## src/rtl/game_pkg.sv

```systemverilog
// Shared game-state codes and bus widths for the game sequencer, ball datapath and display.
package game_pkg;

    localparam int STATE_W  = 3;
    localparam int LEVEL_W  = 3;
    localparam int PERIOD_W = 20;

    localparam logic [STATE_W-1:0] ST_IDLE  = 3'd0;
    localparam logic [STATE_W-1:0] ST_LOAD  = 3'd1;
    localparam logic [STATE_W-1:0] ST_SERVE = 3'd2;
    localparam logic [STATE_W-1:0] ST_PLAY  = 3'd3;
    localparam logic [STATE_W-1:0] ST_LOST  = 3'd4;
    localparam logic [STATE_W-1:0] ST_WON   = 3'd5;
    localparam logic [STATE_W-1:0] ST_OVER  = 3'd6;

    typedef enum logic [STATE_W-1:0] {
        S_IDLE  = ST_IDLE,
        S_LOAD  = ST_LOAD,
        S_SERVE = ST_SERVE,
        S_PLAY  = ST_PLAY,
        S_LOST  = ST_LOST,
        S_WON   = ST_WON,
        S_OVER  = ST_OVER
    } state_t;

endpackage

```

## src/rtl/game_ctrl_if.sv

```systemverilog
// Button, datapath-flag and game-status bundle between the sequencer and the ball datapath.
interface game_ctrl_if;
    import game_pkg::*;

    logic                btn_start;
    logic                btn_launch;
    logic                btn_dir;
    logic                dead;
    logic                win;
    logic [STATE_W-1:0]  state;
    logic [LEVEL_W-1:0]  level;
    logic [PERIOD_W-1:0] period;
    logic [2:0]          angle;
    logic [3:0]          lives;
    logic                victory;

    modport master (
        input  btn_start, btn_launch, btn_dir, dead, win,
        output state, level, period, angle, lives, victory
    );

    modport slave (
        output btn_start, btn_launch, btn_dir, dead, win,
        input  state, level, period, angle, lives, victory
    );

endinterface

```

## src/rtl/game_ctrl_edge_detect.sv

```systemverilog
// Registered one-cycle rising-edge pulse; previous value resets high so a button held through reset is ignored.
module edge_detect (
    input  logic clk,
    input  logic rst,
    input  logic din,
    output logic pulse
);

    logic prev;

    always_ff @(posedge clk) begin
        if (!rst) begin
            prev  <= 1'b1;
            pulse <= 1'b0;
        end else begin
            prev  <= din;
            pulse <= din & ~prev;
        end
    end

endmodule

```

## src/rtl/game_ctrl.sv

```systemverilog
// Game sequencer: lives, level progression, pause timing and game over for the ball datapath.
// state | meaning
// IDLE  | waiting for first start press
// LOAD  | one cycle, datapath loads bricks for current level
// SERVE | aiming, dir toggles angle, launch starts ball
// PLAY  | ball running, watch dead/win
// LOST  | pause after a lost ball, life already taken
// WON   | pause after clearing a level
// OVER  | game finished, start begins a new game
module game_ctrl
    import game_pkg::*;
#(
    parameter int LIVES       = 3,
    parameter int MAX_LEVEL   = 2,
    parameter int BASE_PERIOD = 500000,
    parameter int PERIOD_STEP = 100000,
    parameter int MIN_PERIOD  = 100000,
    parameter int HOLD_CYCLES = 50000000
) (
    input  logic        clk,
    input  logic        rst,
    game_ctrl_if.master bus
);

    localparam int TIMER_W = $clog2(HOLD_CYCLES);

    state_t              state_q;
    logic [LEVEL_W-1:0]  level_q;
    logic [PERIOD_W-1:0] period_q;
    logic [2:0]          angle_q;
    logic [3:0]          lives_q;
    logic                victory_q;
    logic [TIMER_W-1:0]  timer_q;
    logic                start_p;
    logic                launch_p;
    logic                dir_p;
    logic                hold_done;

    // Signed 24-bit difference so a level past the floor clamps instead of wrapping.
    function automatic logic [PERIOD_W-1:0] calc_period(input logic [LEVEL_W-1:0] lvl);
        logic signed [23:0] diff;
        diff = 24'(BASE_PERIOD) - 24'(PERIOD_STEP * int'(lvl));
        if (diff < $signed(24'(MIN_PERIOD)))
            return PERIOD_W'(MIN_PERIOD);
        return PERIOD_W'(diff);
    endfunction

    edge_detect u_start  (.clk(clk), .rst(rst), .din(bus.btn_start),  .pulse(start_p));
    edge_detect u_launch (.clk(clk), .rst(rst), .din(bus.btn_launch), .pulse(launch_p));
    edge_detect u_dir    (.clk(clk), .rst(rst), .din(bus.btn_dir),    .pulse(dir_p));

    assign hold_done = (timer_q == TIMER_W'(HOLD_CYCLES - 1));

    always_ff @(posedge clk) begin
        if (!rst) begin
            state_q   <= S_IDLE;
            level_q   <= '0;
            period_q  <= PERIOD_W'(BASE_PERIOD);
            angle_q   <= '0;
            lives_q   <= 4'(LIVES);
            victory_q <= 1'b0;
            timer_q   <= '0;
        end else begin
            case (state_q)
                S_IDLE: begin
                    if (start_p)
                        state_q <= S_LOAD;
                end
                S_LOAD: begin
                    state_q <= S_SERVE;
                end
                S_SERVE: begin
                    if (launch_p)
                        state_q <= S_PLAY;
                    else if (dir_p)
                        angle_q <= (angle_q == 3'd0) ? 3'd1 : 3'd0;
                end
                S_PLAY: begin
                    if (bus.win) begin
                        state_q <= S_WON;
                        timer_q <= '0;
                    end else if (bus.dead) begin
                        state_q <= S_LOST;
                        timer_q <= '0;
                        lives_q <= (lives_q == 4'd0) ? 4'd0 : lives_q - 4'd1;
                    end
                end
                S_LOST: begin
                    if (hold_done) begin
                        if (lives_q == 4'd0) begin
                            state_q   <= S_OVER;
                            victory_q <= 1'b0;
                        end else begin
                            state_q <= S_SERVE;
                        end
                    end else begin
                        timer_q <= timer_q + TIMER_W'(1);
                    end
                end
                S_WON: begin
                    if (hold_done) begin
                        if (level_q == LEVEL_W'(MAX_LEVEL)) begin
                            state_q   <= S_OVER;
                            victory_q <= 1'b1;
                        end else begin
                            state_q  <= S_LOAD;
                            level_q  <= level_q + 3'd1;
                            period_q <= calc_period(level_q + 3'd1);
                        end
                    end else begin
                        timer_q <= timer_q + TIMER_W'(1);
                    end
                end
                S_OVER: begin
                    if (start_p) begin
                        state_q   <= S_LOAD;
                        level_q   <= '0;
                        lives_q   <= 4'(LIVES);
                        victory_q <= 1'b0;
                        period_q  <= PERIOD_W'(BASE_PERIOD);
                        angle_q   <= '0;
                    end
                end
                default: begin
                    state_q <= S_IDLE;
                end
            endcase
        end
    end

    assign bus.state   = state_q;
    assign bus.level   = level_q;
    assign bus.period  = period_q;
    assign bus.angle   = angle_q;
    assign bus.lives   = lives_q;
    assign bus.victory = victory_q;

endmodule

```

## src/flat_wrapper.sv

```systemverilog
// flat-port wrapper written by rule: the top's interface ports become plain ports
module game_ctrl_flat import game_pkg::*;
#(
    parameter int LIVES       = 3,
    parameter int MAX_LEVEL   = 2,
    parameter int BASE_PERIOD = 500000,
    parameter int PERIOD_STEP = 100000,
    parameter int MIN_PERIOD  = 100000,
    parameter int HOLD_CYCLES = 50000000
)
  (clk, rst, bus_btn_start, bus_btn_launch, bus_btn_dir, bus_dead, bus_win, bus_state, bus_level, bus_period, bus_angle, bus_lives, bus_victory);
  game_ctrl_if bus_i ();
  input  logic clk;
  input  logic rst;
  input wire logic [$bits(bus_i.btn_start)-1:0] bus_btn_start;
  input wire logic [$bits(bus_i.btn_launch)-1:0] bus_btn_launch;
  input wire logic [$bits(bus_i.btn_dir)-1:0] bus_btn_dir;
  input wire logic [$bits(bus_i.dead)-1:0] bus_dead;
  input wire logic [$bits(bus_i.win)-1:0] bus_win;
  output wire logic [$bits(bus_i.state)-1:0] bus_state;
  output wire logic [$bits(bus_i.level)-1:0] bus_level;
  output wire logic [$bits(bus_i.period)-1:0] bus_period;
  output wire logic [$bits(bus_i.angle)-1:0] bus_angle;
  output wire logic [$bits(bus_i.lives)-1:0] bus_lives;
  output wire logic [$bits(bus_i.victory)-1:0] bus_victory;
  assign bus_i.btn_start = bus_btn_start;
  assign bus_i.btn_launch = bus_btn_launch;
  assign bus_i.btn_dir = bus_btn_dir;
  assign bus_i.dead = bus_dead;
  assign bus_i.win = bus_win;
  assign bus_state = bus_i.state;
  assign bus_level = bus_i.level;
  assign bus_period = bus_i.period;
  assign bus_angle = bus_i.angle;
  assign bus_lives = bus_i.lives;
  assign bus_victory = bus_i.victory;
  game_ctrl #(.LIVES(LIVES), .MAX_LEVEL(MAX_LEVEL), .BASE_PERIOD(BASE_PERIOD), .PERIOD_STEP(PERIOD_STEP), .MIN_PERIOD(MIN_PERIOD), .HOLD_CYCLES(HOLD_CYCLES)) u_core (.clk(clk), .rst(rst), .bus(bus_i));
endmodule
```

## config.mk

```make
export PLATFORM = sky130hd
export DESIGN_NAME = game_ctrl_flat
export DESIGN_NICKNAME = d
export VERILOG_FILES = /design/src/rtl/game_pkg.sv /design/src/rtl/game_ctrl_if.sv /design/src/rtl/game_ctrl_edge_detect.sv /design/src/rtl/game_ctrl.sv /design/src/flat_wrapper.sv
export SDC_FILE = /design/constraint.sdc
export NUM_CORES = 1
export LEC_CHECK = 0
export CORE_ASPECT_RATIO = 1.2
export CORE_UTILIZATION = 35
export CTS_BUF_LIST = sky130_fd_sc_hd__clkbuf_16
export CTS_CLUSTER_SIZE = 28
export DETAILED_ROUTE_END_ITERATION = 8
export GPL_TIMING_DRIVEN = 0
export HOLD_SLACK_MARGIN = 0.05
export PLACE_DENSITY = 0.55
export SLEW_MARGIN = 0
export SYNTH_ARGS = -nofsm -noshare
export SYNTH_HDL_FRONTEND = slang
export SYNTH_SLANG_ARGS = --single-unit
```

## constraint.sdc

```tcl
create_clock -name clk -period 3.6 [get_ports clk]
set_input_delay 0.72 -clock clk [delete_from_list [all_inputs] [get_ports clk]]
set_output_delay 0.72 -clock clk [all_outputs]
set_load 0.005 [all_outputs]
```

==> results of run 1 <==
[power groups by stage]
stage | Combinational (mW) | Clock [mW] | Sequential (mW)
6_report | 0.0781 | 0.861 | 0.652
5_1_grt | 0.0873 | 0.906 | 0.652
4_1_cts | 0.0781 | 0.881 | 0.652
3_5_place_dp | 0.0776 | 0 | 0.666
3_3_place_gp | 0.0773 | 0 | 0.666
2_1_floorplan | 0.0517 | 0 | 0.665
[synthesized netlist by cell type (3+ instances only)]
cell type  number
o21ai_0        26
a22oi_1         3
nor4_1          5
o211a_1         3
and2_1         13
nor3b_1         3
or4_1           4
o311a_1         3
buf_4          10
a21oi_1        11
a211oi_1        3
and3_1          6
nand2b_1       10
inv_1          14
ha_1           16
nor2b_1        12
nand2_1        37
clkbuf_1       15
nand4_1         4
or2_2           3
or3_1          12
dfxtp_1        58
xnor2_1        17
nor3_1          9
nor2_1         43
nand3_1        19
xor2_1          9
mux2i_1         6
and3b_1         5
o211ai_1        4
nor4b_1         3
[worst min path at each step]
stage / depth (start not counted) / start / to
2_1_floorplan: 2 / u_core.bus.period[11] / u_core.bus.period[11]
3_3_place_gp: 2 / u_core.bus.period[11] / u_core.bus.period[11]
3_5_place_dp: 2 / u_core.bus.period[11] / u_core.bus.period[11]
4_1_cts: 2 / u_core.bus.period[11] / u_core.bus.period[11]
5_1_grt: 2 / u_core.bus.period[11] / u_core.bus.period[11]
6_report: 2 / u_core.bus.period[11] / u_core.bus.period[11]
[final cells by class]
cell class / count / area, µm² / share of cell area, %
tap: 123 / 153.9 / 3.369
buffer: 25 / 145.1 / 3.177
clock buffer: 9 / 225.2 / 4.930
sequential: 58 / 1169 / 25.58
inverter: 14 / 56.30 / 1.233
multi-input combinational: 337 / 2330 / 51.00
timing repair buffer: 45 / 417.9 / 9.148
clock inverter: 5 / 71.32 / 1.561
[per-stage QoR]
stage               setup slack (ps)  power (mW)  utilization [%]
finish                         130.7       1.592            47.28
global route                 -0.9659       1.645            47.28
CTS                            8.193       1.611            46.24
detailed placement            -541.0      0.7440            41.98
global placement              -494.6      0.7437            41.98
floorplan                      6.307      0.7171                -
[worst register-to-register path: stages, from the launching register on]
cell	delay (ps)
dfxtp_4	380
buf_8	130
clkinvlp_4	130
ha_4	310
buf_4	170
and2_4	170
ha_4	180
xor2_4	200
mux2i_4	340
a2111oi_4	70
and2_1	160
or4b_4	530
o2111ai_4	140
o21ai_4	120
o311a_1	340
[metal layers]
| layer | global-route usage (%) | share of wire [%] |
|---|---|---|
| met1 | 23.63 | 49 |
| met4 | 6.769 | 1.5 |
| met3 | 3.074 | 2.8 |
| met5 | 0 | 0 |
| met2 | 28.38 | 47 |
[state kept, by name, summed over array words and instances, names as in the netlist]
register	flops
u_core.bus.period	14
u_core.bus.level	3
u_core.u_launch.prev	1
u_core.bus.victory	1
u_core.u_start.prev	1
u_core.bus.angle	1
u_core.timer_q	26
u_core.u_launch.pulse	1
u_core.u_dir.pulse	1
u_core.bus.lives	4
u_core.u_start.pulse	1
u_core.u_dir.prev	1
u_core.bus.state	3
[logic make-up (layout without fill, tap and decap cells)]
kind of cell / Yosys count / after routing
AOI/OAI and AO/OA: 82 / 82
xor gates and xnor gates: 28 / 28
adders and majority gates: 16 / 16
buffers and inverters: 40 / 98
DFF: 58 / 58
muxes: 7 / 7
other: 1 / 7
and+or+nand+nor: 197 / 197
[repair_timing]
item | CTS | global route
pin swaps | 5 | 5
resized for setup | 13 | 14
endpoints found under the setup margin | 10 | 9
setup buffers | 7 | 6
hold endpoints to repair | 0 | 0
==> flow_summary.ini, run 1 <==
[run_status]
status = completed

[timing]
fmax_mhz = 288.2
fin_worst_skew_ps = 5.517
maxSlewHeadroom_pct = 58.44
min_period_over_period_pct = 96.37
min_period_ps = 3469
setup-tns-final_ps = 0
maxSlewViolCount = 0
tightest_slew_ps = 620.6
setup_viol = 0
fin_hold_ws_ps = 460.8
hold_viol_final = 0

[setup_path]
crit_arrival_ps = 3680
rrSetupSlack_ps = 130
worstSetupEndpointType = register
cpMostUsedCell = ha_4
worstSetupStartpointType = register
critPathLaunch = u_core.bus.level[0]
crit_required_ps = 3820
crit_path_end = u_core.bus.period[10]
cp_slowest_cell = or4b_4
path_delay_family = simple AND/OR/NAND/NOR gates
worst-setup-path-type = register to register
cp_cell_sequence = buf_8, clkinvlp_4, ha_4, buf_4, and2_4, ha_4, xor2_4, mux2i_4, a2111oi_4, and2_1, or4b_4, o2111ai_4, o21ai_4, o311a_1
cp_num_buf_inv = 3
slowest_delay_ps = 530
crit_fanout = 10
timing.rr.start = u_core.bus.level[0]
reg2reg_to = u_core.bus.period[10]
critical_path_depth = 14
r2r_cells = 14

[routing]
first_pass_iters = 4
vias = 3154
wl_per_cell_um = 14.30
ant_nets = 0
vias_per_cell = 5.120
drc_errors = 0
drtIter0Drc = 120
routed_wl_um = 8806

[global_route]
grt_max_degree = 11
grt_pass1_wl_um = 14480
grt_usage_pct = 17.73
antenna_found_initial = 0
grt_pass1_vias = 2977
overflow = 0

[power_and_ir_drop]
seqPwrFrac_pct = 41.0
power_density_nw_per_um2 = 348.5
ir_drop_mv = 0.1884
p_sw_share_pct = 20.14
clockPowerShare_pct = 54.1
switching_power_mw = 0.3206
combPwrFrac_pct = 4.9
p_int_mw = 1.271
total_leakage_power_nw = 1.677

[die]
dieHeight_um = 112.0
design.die.area_um2 = 10490
num_rows = 39
coreArea_um2 = 9662
io_pins = 41
die_w_um = 93.67
start_util_pct = 36.53

[clock_network]
clock_sinks = 58
cts.clk_slew.worst_paths_ps = 50
htreeDepth = 3
cts_made_buffers = 9
clock_path_buffers = 2
cts_root_buf = clkbuf_16
cts_hold_buf = 0
cts_tree = done
clk_latency_ps = 330

[final_layout]
drive_gt1_share_pct = 13.18
stdcell_count = 616
diodes = 0
final_area_um2 = 4568
layout_commonest_cell = dfxtp_1
nNetsFinal = 513
areaGrowthSynthToFinish_pct = 29.42
layout_common_cells = dfxtp_1, nor2_1, nand2_1
fill_cells = 939

[placed_design]
place_hpwl_um = 6362
placed_area_um2 = 4056
dp_cells = 590
routabilityCongestion = 0.8618
io_buffer_count = 32

[synth]
synth_cell_types = 63
synth_compound_area_share_pct = 16.91
async_reset_ff_share_pct = 0
yosysWarningCount = 0
synth.ff_latch_count = 58
synthCells = 429
synthAdderAreaFrac_pct = 5.672
synth_top_family_by_area = simple AND/OR/NAND/NOR gates
yosys-top-cells-area = dfxtp_1, ha_1, nor2_1, xnor2_1, nand2_1
syn_area_um2 = 3530
synth_edf_count = 0
synthSimpleGateAreaFrac_pct = 29.67
ys_seq_area_share_pct = 32.90
syn_area_per_cell_um2 = 8.228
synth_mux_area_share_pct = 2.021
synthFlopType = dfxtp_1
synth_top_area_share_pct = 32.90
synth-xor-area-share_pct = 7.373
synth_top_area_cell = dfxtp_1

[run]
max_cap_violations = 0

[hold_path]
worstHoldPathType = register to register
Power figures use the tool's default switching activity.
==> inputs of run 2 (changes only) <==
CAP_MARGIN = 25   (was not set)
PLACE_DENSITY = 0.6   (was 0.55)
clock period = 4.2 ns   (was 3.6 ns; I/O delays follow)
==> run 2 against run 1 <==
Sequential power fell by 14%; combinational power shrank 13%; flip-flop and latch count unchanged; non-clock buffer count decreased by 7; routed wire length fell by 1.7%; fmax fell by 12%; largest power group unchanged.
==> flow_summary.ini, run 2 (synthesis results as in run 1) <==
[final_layout]
fill_cells = 964
top_register = u_core.timer_q
nNetsFinal = 506
largest_reg_flops = 26
areaGrowthSynthToFinish_pct = 24.60
stdcell_count = 611
drive_gt1_share_pct = 10.25
layout_commonest_cell = dfxtp_1
diodes = 0
final_util_pct = 45.52
layout_common_cells = dfxtp_1, nor2_1, nand2_1

[clock_network]
cts_tree = done
clk_latency_ps = 330
htreeDepth = 3
clock_path_buffers = 2
cts_root_buf = clkbuf_16
clock_sinks = 58
cts_made_buffers = 9
cts.clk_slew.worst_paths_ps = 50

[timing]
tightest_slew_ps = 545.5
fin_worst_skew_ps = 10.53
maxSlewHeadroom_pct = 63.64
setup_viol = 0
min_period_ps = 3927
maxSlewViolCount = 0
min_period_over_period_pct = 93.50
fmax_mhz = 254.6
hold_viol_final = 0

[setup_path]
crit_fanout = 9
reg2reg_to = u_core.bus.period[10]
r2r_cells = 13
worstSetupStartpointType = register
rrSetupSlack_ps = 270
crit_required_ps = 4410
timing.rr.start = u_core.bus.level[1]
worst-setup-path-type = register to register
worstSetupEndpointType = register
crit_arrival_ps = 4140

[global_route]
grt_pass1_wl_um = 14480
grt_pass1_vias = 3008
overflow = 0
grt_usage_pct = 17.47
antenna_found_initial = 0
grt_max_degree = 11

[die]
start_util_pct = 36.53
design.die.area_um2 = 10490
die_w_um = 93.67
coreArea_um2 = 9662
dieHeight_um = 112.0
num_rows = 39
io_pins = 41

[hold_path]
worstHoldPathType = register to register
hold_end = u_core.bus.period[11]
whs_path_depth = 2
holdCritStartpoint = u_core.bus.period[11]

[routing]
first_pass_iters = 4
vias = 3114
wl_per_cell_um = 14.16
routed_wl_um = 8654
drc_errors = 0
drtIter0Drc = 137
ant_nets = 0
vias_per_cell = 5.097

[power_and_ir_drop]
p_sw_share_pct = 22.08
ir_drop_mv = 0.1952
seqPwrFrac_pct = 42.1
clockPowerShare_pct = 52.8
power_density_nw_per_um2 = 302.5
switching_power_mw = 0.2938
combPwrFrac_pct = 5.1
total_leakage_power_nw = 1.623
p_int_mw = 1.037

[placed_design]
routabilityCongestion = 0.8621
place_hpwl_um = 6251
dp_cells = 590
io_buffer_count = 32

[run]
max_cap_violations = 0

[run_status]
status = completed
run 2: cell types whose count changed in the layout (fill, tap and decap cells not counted), sizes merged:
| cell | change |
|---|---|
| bufinv | -1 |
| clkinv | +2 |
| clkbuf | +2 |
| clkinvlp | +1 |
| buf | -9 |
run 2: stage by stage:
step | instance area (µm²) | hold slack (ps) | setup WS [ps] | TNS [ps] | power (mW)
floorplan | 3552 | 460.0 | 429.0 | 0 | 0.6147
global route | 4398 | 509.9 | -0.3961 | -0.3961 | 1.381
CTS | 4328 | 485.7 | 21.17 | 0 | 1.345
global placement | 4026 | 463.5 | -171.3 | -825.1 | 0.6374
detailed placement | 4026 | 475.6 | -184.9 | -1085 | 0.6371
finish | 4398 | 490.8 | 272.8 | 0 | 1.330
run 2: worst max-delay path: stages (launching register included):
cell and delay, ps:
dfxtp_2 460, ha_1 280, xnor2_2 180, inv_1 160, ha_1 410, ha_2 280
xor2_2 270, mux2i_4 340, a2111oi_4 70, and2_1 180, or4b_1 540, o2111ai_2 150
o21ai_4 140, o311a_1 340
run 2: repair_timing:
action,4_1_cts,5_1_grt
hold buffers,0,0
setup buffers,0,5
endpoints found under the setup margin,9,9
pin swaps,0,1
resized for setup,5,5
run 2: cell type report:
type                       count  area [µm²]  share of cell area, %
multi-input combinational    337        2245                  51.04
sequential                    58        1164                  26.46
timing repair buffer          37       357.8                  8.137
clock buffer                   9       225.2                  5.121
tap                          123       153.9                  3.499
buffer                        26       136.4                  3.101
clock inverter                 7       60.06                  1.366
inverter                      14       56.30                  1.280
run 2: worst max path at each step:
stage                        start  depth (start not counted)  slack [ps]                     to
2_1_floorplan  u_core.bus.level[0]                         14         430  u_core.bus.period[10]
3_3_place_gp   u_core.bus.level[0]                         14        -170  u_core.bus.period[10]
3_5_place_dp   u_core.bus.level[0]                         14        -180   u_core.bus.period[9]
4_1_cts        u_core.bus.level[0]                         14          20   u_core.bus.period[9]
5_1_grt        u_core.bus.level[1]                         15        -0.4   u_core.bus.period[9]
6_report       u_core.bus.level[1]                         13         270  u_core.bus.period[10]
run 2: power groups by stage:
stage	logic, mW	clock network (mW)	registers [mW]
2_1_floorplan	0.0443	0	0.570
3_3_place_gp	0.0665	0	0.571
3_5_place_dp	0.0659	0	0.571
4_1_cts	0.0663	0.719	0.560
5_1_grt	0.0749	0.746	0.560
6_report	0.0677	0.703	0.560
run 2: metal layers:
| layer | global-route usage [%] | share of wire [%] |
|---|---|---|
| met5 | 0 | 0 |
| met4 | 6.359 | 0.68 |
| met3 | 4.030 | 3.0 |
| met1 | 22.54 | 49 |
| met2 | 28.24 | 48 |
